## config.mk

```make
export PLATFORM = sky130hd
export DESIGN_NAME = serial_byte_receiver
export DESIGN_NICKNAME = d
export VERILOG_FILES = /design/src/rtl/serial_byte_receiver.sv
export SDC_FILE = /design/constraint.sdc
export NUM_CORES = 1
export LEC_CHECK = 0
export CAP_MARGIN = 25
export CORE_MARGIN = 1.5
export CORE_UTILIZATION = 30
export DETAILED_ROUTE_END_ITERATION = 16
export PLACE_DENSITY_LB_ADDON = 0.12
export RECOVER_POWER = 50
export SYNTH_ARGS = -nofsm -noshare
export SYNTH_HDL_FRONTEND = slang
export SYNTH_HIERARCHICAL = 1
export SYNTH_SLANG_ARGS = --single-unit
export TNS_END_PERCENT = 1
```

## constraint.sdc

```tcl
create_clock -name clk -period 3.1 [get_ports clk]
set_input_delay 0.775 -clock clk [delete_from_list [all_inputs] [get_ports clk]]
set_output_delay 0.775 -clock clk [all_outputs]
set_load 0.02 [all_outputs]
```

## src/rtl/serial_byte_receiver.sv

```systemverilog
// Receiver for an LSB-first serial link: one data line plus an active-low bit strobe.
// Completed words are latched to diod2 and shown on two hex digits. A partial frame
// is dropped when the strobes stall mid-frame.

module serial_byte_receiver #(
  parameter int unsigned WIDTH       = 8,
  parameter int unsigned TIMEOUT     = 50000,
  parameter int unsigned SYNC_STAGES = 2
) (
  input  logic                       clk,
  input  logic                       reset,
  input  logic                       w_serial,
  input  logic                       w_strobe,
  input  logic                       w_clear,
  output logic [WIDTH-1:0]           diod1,
  output logic [WIDTH-1:0]           diod2,
  output logic [6:0]                 seven_segment1,
  output logic [6:0]                 seven_segment2,
  output logic [$clog2(WIDTH+1)-1:0] bit_cnt,
  output logic                       byte_valid,
  output logic                       frame_err
);

  localparam int unsigned CntW   = $clog2(WIDTH + 1);
  localparam int unsigned TimerW = (TIMEOUT > 1) ? $clog2(TIMEOUT) : 1;
  localparam logic [CntW-1:0]   LastBit  = CntW'(WIDTH - 1);
  localparam logic [TimerW-1:0] TimerMax = TimerW'(TIMEOUT - 1);

  logic [SYNC_STAGES-1:0] serial_sync;
  logic [SYNC_STAGES-1:0] strobe_sync;
  logic [SYNC_STAGES-1:0] clear_sync;
  logic                   strobe_prev_q;
  logic                   clear_prev_q;
  logic                   strobe_ev;
  logic                   clear_ev;
  logic                   rx_bit;

  logic [WIDTH-1:0]  diod1_q, diod1_d;
  logic [WIDTH-1:0]  diod2_q, diod2_d;
  logic [CntW-1:0]   cnt_q, cnt_d;
  logic [TimerW-1:0] timer_q, timer_d;
  logic              valid_q, valid_d;
  logic              err_q, err_d;

  // Synchronise the pins; buttons are inverted so the chains carry "pressed".
  // Chains reset to "released" so reset release never produces a false edge.
  always_ff @(posedge clk or negedge reset) begin
    if (!reset) begin
      serial_sync   <= '0;
      strobe_sync   <= '0;
      clear_sync    <= '0;
      strobe_prev_q <= 1'b0;
      clear_prev_q  <= 1'b0;
    end else begin
      serial_sync   <= {serial_sync[SYNC_STAGES-2:0], w_serial};
      strobe_sync   <= {strobe_sync[SYNC_STAGES-2:0], ~w_strobe};
      clear_sync    <= {clear_sync[SYNC_STAGES-2:0], ~w_clear};
      strobe_prev_q <= strobe_sync[SYNC_STAGES-1];
      clear_prev_q  <= clear_sync[SYNC_STAGES-1];
    end
  end

  // Press edges; data is taken at the same depth so it matches the strobe edge.
  assign strobe_ev = strobe_sync[SYNC_STAGES-1] & ~strobe_prev_q;
  assign clear_ev  = clear_sync[SYNC_STAGES-1] & ~clear_prev_q;
  assign rx_bit    = serial_sync[SYNC_STAGES-1];

  // Frame state: bit_cnt == 0 is idle, otherwise a frame is in progress.
  always_comb begin
    diod1_d = diod1_q;
    diod2_d = diod2_q;
    cnt_d   = cnt_q;
    timer_d = timer_q;
    err_d   = err_q;
    valid_d = 1'b0;
    if (clear_ev) begin
      // Clear beats a coincident strobe; that bit is discarded.
      diod1_d = '0;
      cnt_d   = '0;
      err_d   = 1'b0;
      timer_d = '0;
    end else if (strobe_ev) begin
      // A strobe on the timeout cycle still wins.
      timer_d = '0;
      if (cnt_q == LastBit) begin
        diod2_d = {rx_bit, diod1_q[WIDTH-1:1]};
        valid_d = 1'b1;
        diod1_d = '0;
        cnt_d   = '0;
        err_d   = 1'b0;
      end else begin
        diod1_d = {rx_bit, diod1_q[WIDTH-1:1]};
        cnt_d   = cnt_q + CntW'(1);
      end
    end else if (cnt_q != '0) begin
      if (timer_q == TimerMax) begin
        diod1_d = '0;
        cnt_d   = '0;
        err_d   = 1'b1;
        timer_d = '0;
      end else begin
        timer_d = timer_q + TimerW'(1);
      end
    end else begin
      timer_d = '0;
    end
  end

  // Frame state registers.
  always_ff @(posedge clk or negedge reset) begin
    if (!reset) begin
      diod1_q <= '0;
      diod2_q <= '0;
      cnt_q   <= '0;
      timer_q <= '0;
      valid_q <= 1'b0;
      err_q   <= 1'b0;
    end else begin
      diod1_q <= diod1_d;
      diod2_q <= diod2_d;
      cnt_q   <= cnt_d;
      timer_q <= timer_d;
      valid_q <= valid_d;
      err_q   <= err_d;
    end
  end

  assign diod1      = diod1_q;
  assign diod2      = diod2_q;
  assign bit_cnt    = cnt_q;
  assign byte_valid = valid_q;
  assign frame_err  = err_q;

  hex2seven_seg u_seg_lo (
    .hex (diod2_q[3:0]),
    .seg (seven_segment1)
  );

  hex2seven_seg u_seg_hi (
    .hex (diod2_q[7:4]),
    .seg (seven_segment2)
  );

endmodule

// Hex digit to active-low seven-segment pattern, bit order {g,f,e,d,c,b,a}.
module hex2seven_seg (
  input  logic [3:0] hex,
  output logic [6:0] seg
);

  // Glyph lookup.
  always_comb begin
    seg = 7'b1111111;
    unique case (hex)
      4'h0: seg = 7'b1000000;
      4'h1: seg = 7'b1111001;
      4'h2: seg = 7'b0100100;
      4'h3: seg = 7'b0110000;
      4'h4: seg = 7'b0011001;
      4'h5: seg = 7'b0010010;
      4'h6: seg = 7'b0000010;
      4'h7: seg = 7'b1111000;
      4'h8: seg = 7'b0000000;
      4'h9: seg = 7'b0010000;
      4'hA: seg = 7'b0001000;
      4'hB: seg = 7'b0000011;
      4'hC: seg = 7'b1000110;
      4'hD: seg = 7'b0100001;
      4'hE: seg = 7'b0000110;
      4'hF: seg = 7'b0001110;
    endcase
  end

endmodule

```

**Yosys cells after proc, flatten, opt, wreduce, memory -nomap -nowiden**

Memories as Yosys holds them, arrays and structs flattened.
Cells that the tools add are included.

- Bits in registers: 46
- Memory bits (read-only): 224
- Word-level logic and storage cells: 53
- Memories: 2

- Add/sub/neg operators: 2
- Equal/unequal tests: 3
- Muxes and demuxes: 22
- Bitwise operators: 7
- Reduce and logical (&&, ||, !) cells: 6

Memory list:

| name | depth | bits a word | rd ports | clocked after Yosys merged registers in | write ports | line | RTL |
|---|---|---|---|---|---|---|---|
| (no name shown) | 16 | 7 | 1 | 0 | 0 | 155 | `unique case (hex)` |
| (no name shown) | 16 | 7 | 1 | 0 | 0 | 155 |  |

Operators by type and width:

| operator | count |
|---|---|
| $mux 16 | 4 |
| $mux 8 | 5 |
| $mux 4 | 5 |
| $add 16x1->16 const B | 1 |
| $eq 16x16->1 const B | 1 |
| $mux 1 | 8 |
| $reduce_and 3->1 | 2 |
| $reduce_bool 3->1 | 2 |
| $not 1->1 | 5 |
| $add 4x1->4 const B | 1 |
| $eq 4x3->1 const B | 1 |
| $reduce_bool 4->1 | 1 |
| $ne 3x1->1 const B | 1 |
| $and 1x1->1 | 2 |
| $reduce_and 2->1 | 1 |

**Longest topological paths before layout**

- Depth after elaboration: 5
- Mapped depth: 6

**Cells and area by module**

The synthesis kept the hierarchy.

Modules (own cells, without submodules):

| module | instances | cells an instance | area an instance (µm²) | sequential area each (µm²) |
|---|---|---|---|---|
| serial_byte_receiver | 1 | 159 | 1,905.6 | 1,151.1 |
| hex2seven_seg (u_seg_lo) | 1 | 31 | 275.3 | 0.0 |
| hex2seven_seg (u_seg_hi) | 1 | 31 | 252.7 | 0.0 |

**Worst setup path after synthesis**

OpenSTA, ideal clock, no wires.

- Kind: reg-to-output
- Start: register diod2_q[0], in the netlist diod2[0]
- End: output seven_segment1[3]
- Data arrival time: 1.606 ns
- Data required time: 2.325 ns
- Path slack: 0.719 ns
- Stages on the path, launching flop included: 5
- Path buffers: 0
- Path through: dfrtp_1 -> inv_1 -> ha_1 -> inv_1 -> mux4_1

- Longest elaborated chain between the ends: 1

Ends and longest elaborated chain:

| item | line | RTL |
|---|---|---|
| from (decl) | 39 | `logic [WIDTH-1:0] diod2_q, diod2_d;` |
| from (signal assigned) | 120 | `diod2_q <= diod2_d;` |
| $mem_v2 16x7 | - |  |
| to (decl) | 17 | `output logic [6:0] seven_segment1,` |

No other way between the ends.

**Final worst setup path**

- Start: register diod2_q[4], in the netlist diod2[4]
- End: output seven_segment2[3]

- Longest elaborated chain between the ends: 1

Ends and longest elaborated chain:

| item | line | RTL |
|---|---|---|
| $mem_v2 16x7 | - |  |
| to (decl) | 18 | `output logic [6:0] seven_segment2,` |

No other way between the ends.

==> reports/metrics.cfg <==
[floorplan]
io_pins=41
die-width_um=93.1
coreArea_um2=7810
start_util_pct=31.2
die-height_um=93.1
rows=32
dieArea_um2=8660

[power]
power.density_nw_per_um2=365
peakVddDrop_v=0.000224
finalPower_mw=1.11
p_leak_nw=1.27

[sta]
finalClockSkew_ns=0.00718
rsz0062_at_grt=false
post-route-period-util_pct=95.4
worst_pin_slew_ns=1.11
report.final.hold_viol_count=0
relSlewSlack_pct=26.3
drv_slew=0
max_freq_ghz=0.338
layout_min_cycle_time_ns=2.96
setup_viol=0
final.setup.tns_ns=0

[synth]
ys_types=47
synth-seq-area-share_pct=47.3
synth_top_area_cell=dfrtp_1
synth.top_cell.area_share_pct=47.3
synth_area_um2=2430
synth_seq_cells=46
async_flop_share_pct=100
synth_nets=243
syn_area_per_cell_um2=11.0
ys.flop_type=dfrtp_1
synth_edf_count=0
synth.area.top_cells=dfrtp_1 47%, ha_1 8.7%, a22o_1 4.7%, mux2_2 4.6%, mux2i_1 3.3%
synthCells=221
yosysMostFrequentCell=dfrtp_1
synthTopCellsByCount=46 x dfrtp_1, 20 x nor2_1, 17 x ha_1, 14 x inv_1, 13 x a22o_1
yosysWarningCount=6

[grt]
grt_pass1_vias=1627
antenna_found_initial=0
grt_pass1_wl_um=8020
grt_overflow=0
grt_max_degree=47
grt_usage_pct=11.6

[clock_tree]
cts_buffers=5
cts_buffer_depth=2
cts.clk_slew.worst_paths_ns=0.08
cts_setup_buffers=0
h-tree-depth=2
clk-insertion-delay-late_ns=0.30
cts.repair.resized=1
clock-root-buffer=clkbuf_8
cts_tree=done
cts.sinks=46
cts_hold_buf=0

[worst_setup_path]
crit_chain=inv_1 -> ha_1 -> inv_1 -> mux4_2 -> clkdlybuf4s50_1
cpLargestDelayFamily=buffers and inverters
startpoint_type=flip-flop
critPathBufInv=3
cp_data_arrival_time_ns=2.18
max_stage_delay_ns=0.54
path_class=reg -> out
cp-end-kind=output pin
slowest_stage=clkdlybuf4s50_1
path_max_fanout=8
required_ns=2.32
crit_top_cell=inv_1

[drt]
drtPass1Iterations=4
via_per_inst=4.70
drt_iter0_markers=50
remaining_drc_errors=0
wl_per_cell_um=12.7
drt_wl_total_um=4660
vias=1720
postRouteAntennaNets=0

[placement]
dpl.hpwl_um=3290
io_buffers=40
place_area_um2=2930
gp_congestion=0.734

[layout]
num_antenna_cells=0
drive_above_1_share_pct=11.4
area_growth_pct=24.5
post-route-cell-area_um2=3030
finalNetCount=285

[run_status]
status=completed

[worst_hold_path]
hp-class=reg -> reg

[job]
maxCapViolCount=0

## worst paths after layout
check | slack (ns) | depth (start not counted) | endpoint | start
hold / removal | 0.35 | 0 | clear_sync[1] | clear_sync[0]
setup / recovery | 0.14 | 5 | seven_segment2[3] | diod2[4]
min in group asynchronous | 0.76 | 2 | strobe_sync[0] | reset
setup reg to reg | 1.10 | 5 | timer_q[9] | timer_q[0]
max in group asynchronous | 1.59 | 2 | diod2[0] | reset
hold reg to reg | 0.35 | 0 | clear_sync[1] | clear_sync[0]
## cell usage in the layout (no fill, tap or decap), drive strengths merged, types with 2 or more instances in the layout
cell type / instances
xnor2: 8
nor3: 4
a22o: 13
clkbuf: 8
a21oi: 3
ha: 17
nor2: 21
nand3b: 2
o31ai: 2
nor2b: 4
mux2i: 8
dlymetal6s2s: 2
nor4: 3
or3: 4
mux4: 2
nand4: 2
mux2: 11
nand3: 10
inv: 15
dfrtp: 46
xor2: 4
clkdlybuf4s50: 34
nand2b: 2
o21ai: 9
and3: 2
nand2: 10
dlygate4sd3: 3
## sequential cells by signal (all words and copies together) (netlist names)
name,flops
bit_cnt,4
diod2,8
timer_q,16
byte_valid,1
strobe_sync,2
frame_err,1
strobe_prev_q,1
diod1,8
serial_sync,2
clear_sync,2
clear_prev_q,1
## kinds of logic after synthesis
family          Yosys count  share of synthesized area, %
simple gates             72                          16.1
fa+ha+maj                17                          8.74
flops                    46                          47.3
xor+xnor                 12                          4.32
mux                      21                          10.4
compound gates           32                          9.51
buf+inv                  21                          3.65
## routing by layer
layer	up-vias	track usage (%)	part of all wire, %
met5	-	0	0
met4	0	3.41	1.3
met3	5	2.76	4.6
met2	37	18.6	44
met1	815	15.5	50
li1	863	-	-
## power breakdown
part | switching (mW) | internal [mW]
registers | 0.0191 | 0.616
clock network | 0.195 | 0.180
logic | 0.0581 | 0.0387
total | 0.272 | 0.835
## per-stage QoR
step / hold slack, ns / setup slack, ns / util [%] / cells
finish: 0.355 / 0.143 / 38.8 / 366
global route: 0.366 / 0.0525 / 38.8 / 366
CTS: 0.356 / 0.0317 / 38.7 / 366
detailed placement: 0.337 / 0.309 / 37.5 / 358
global placement: 0.332 / 0.346 / 37.5 / 358
floorplan: 0.331 / 0.719 / - / 221
## layout make-up
| cell class | instances | area [um2] |
|---|---|---|
| fillers | 783 | 4780 |
| multi-input cells | 154 | 1190 |
| flip-flops and latches | 46 | 1160 |
| repair buffers | 41 | 405 |
| well taps | 102 | 128 |
| clock buffers | 7 | 86.3 |
| inverters | 15 | 56.3 |
| clock inverters | 1 | 5.00 |
(Power assumes the default switching activity.)
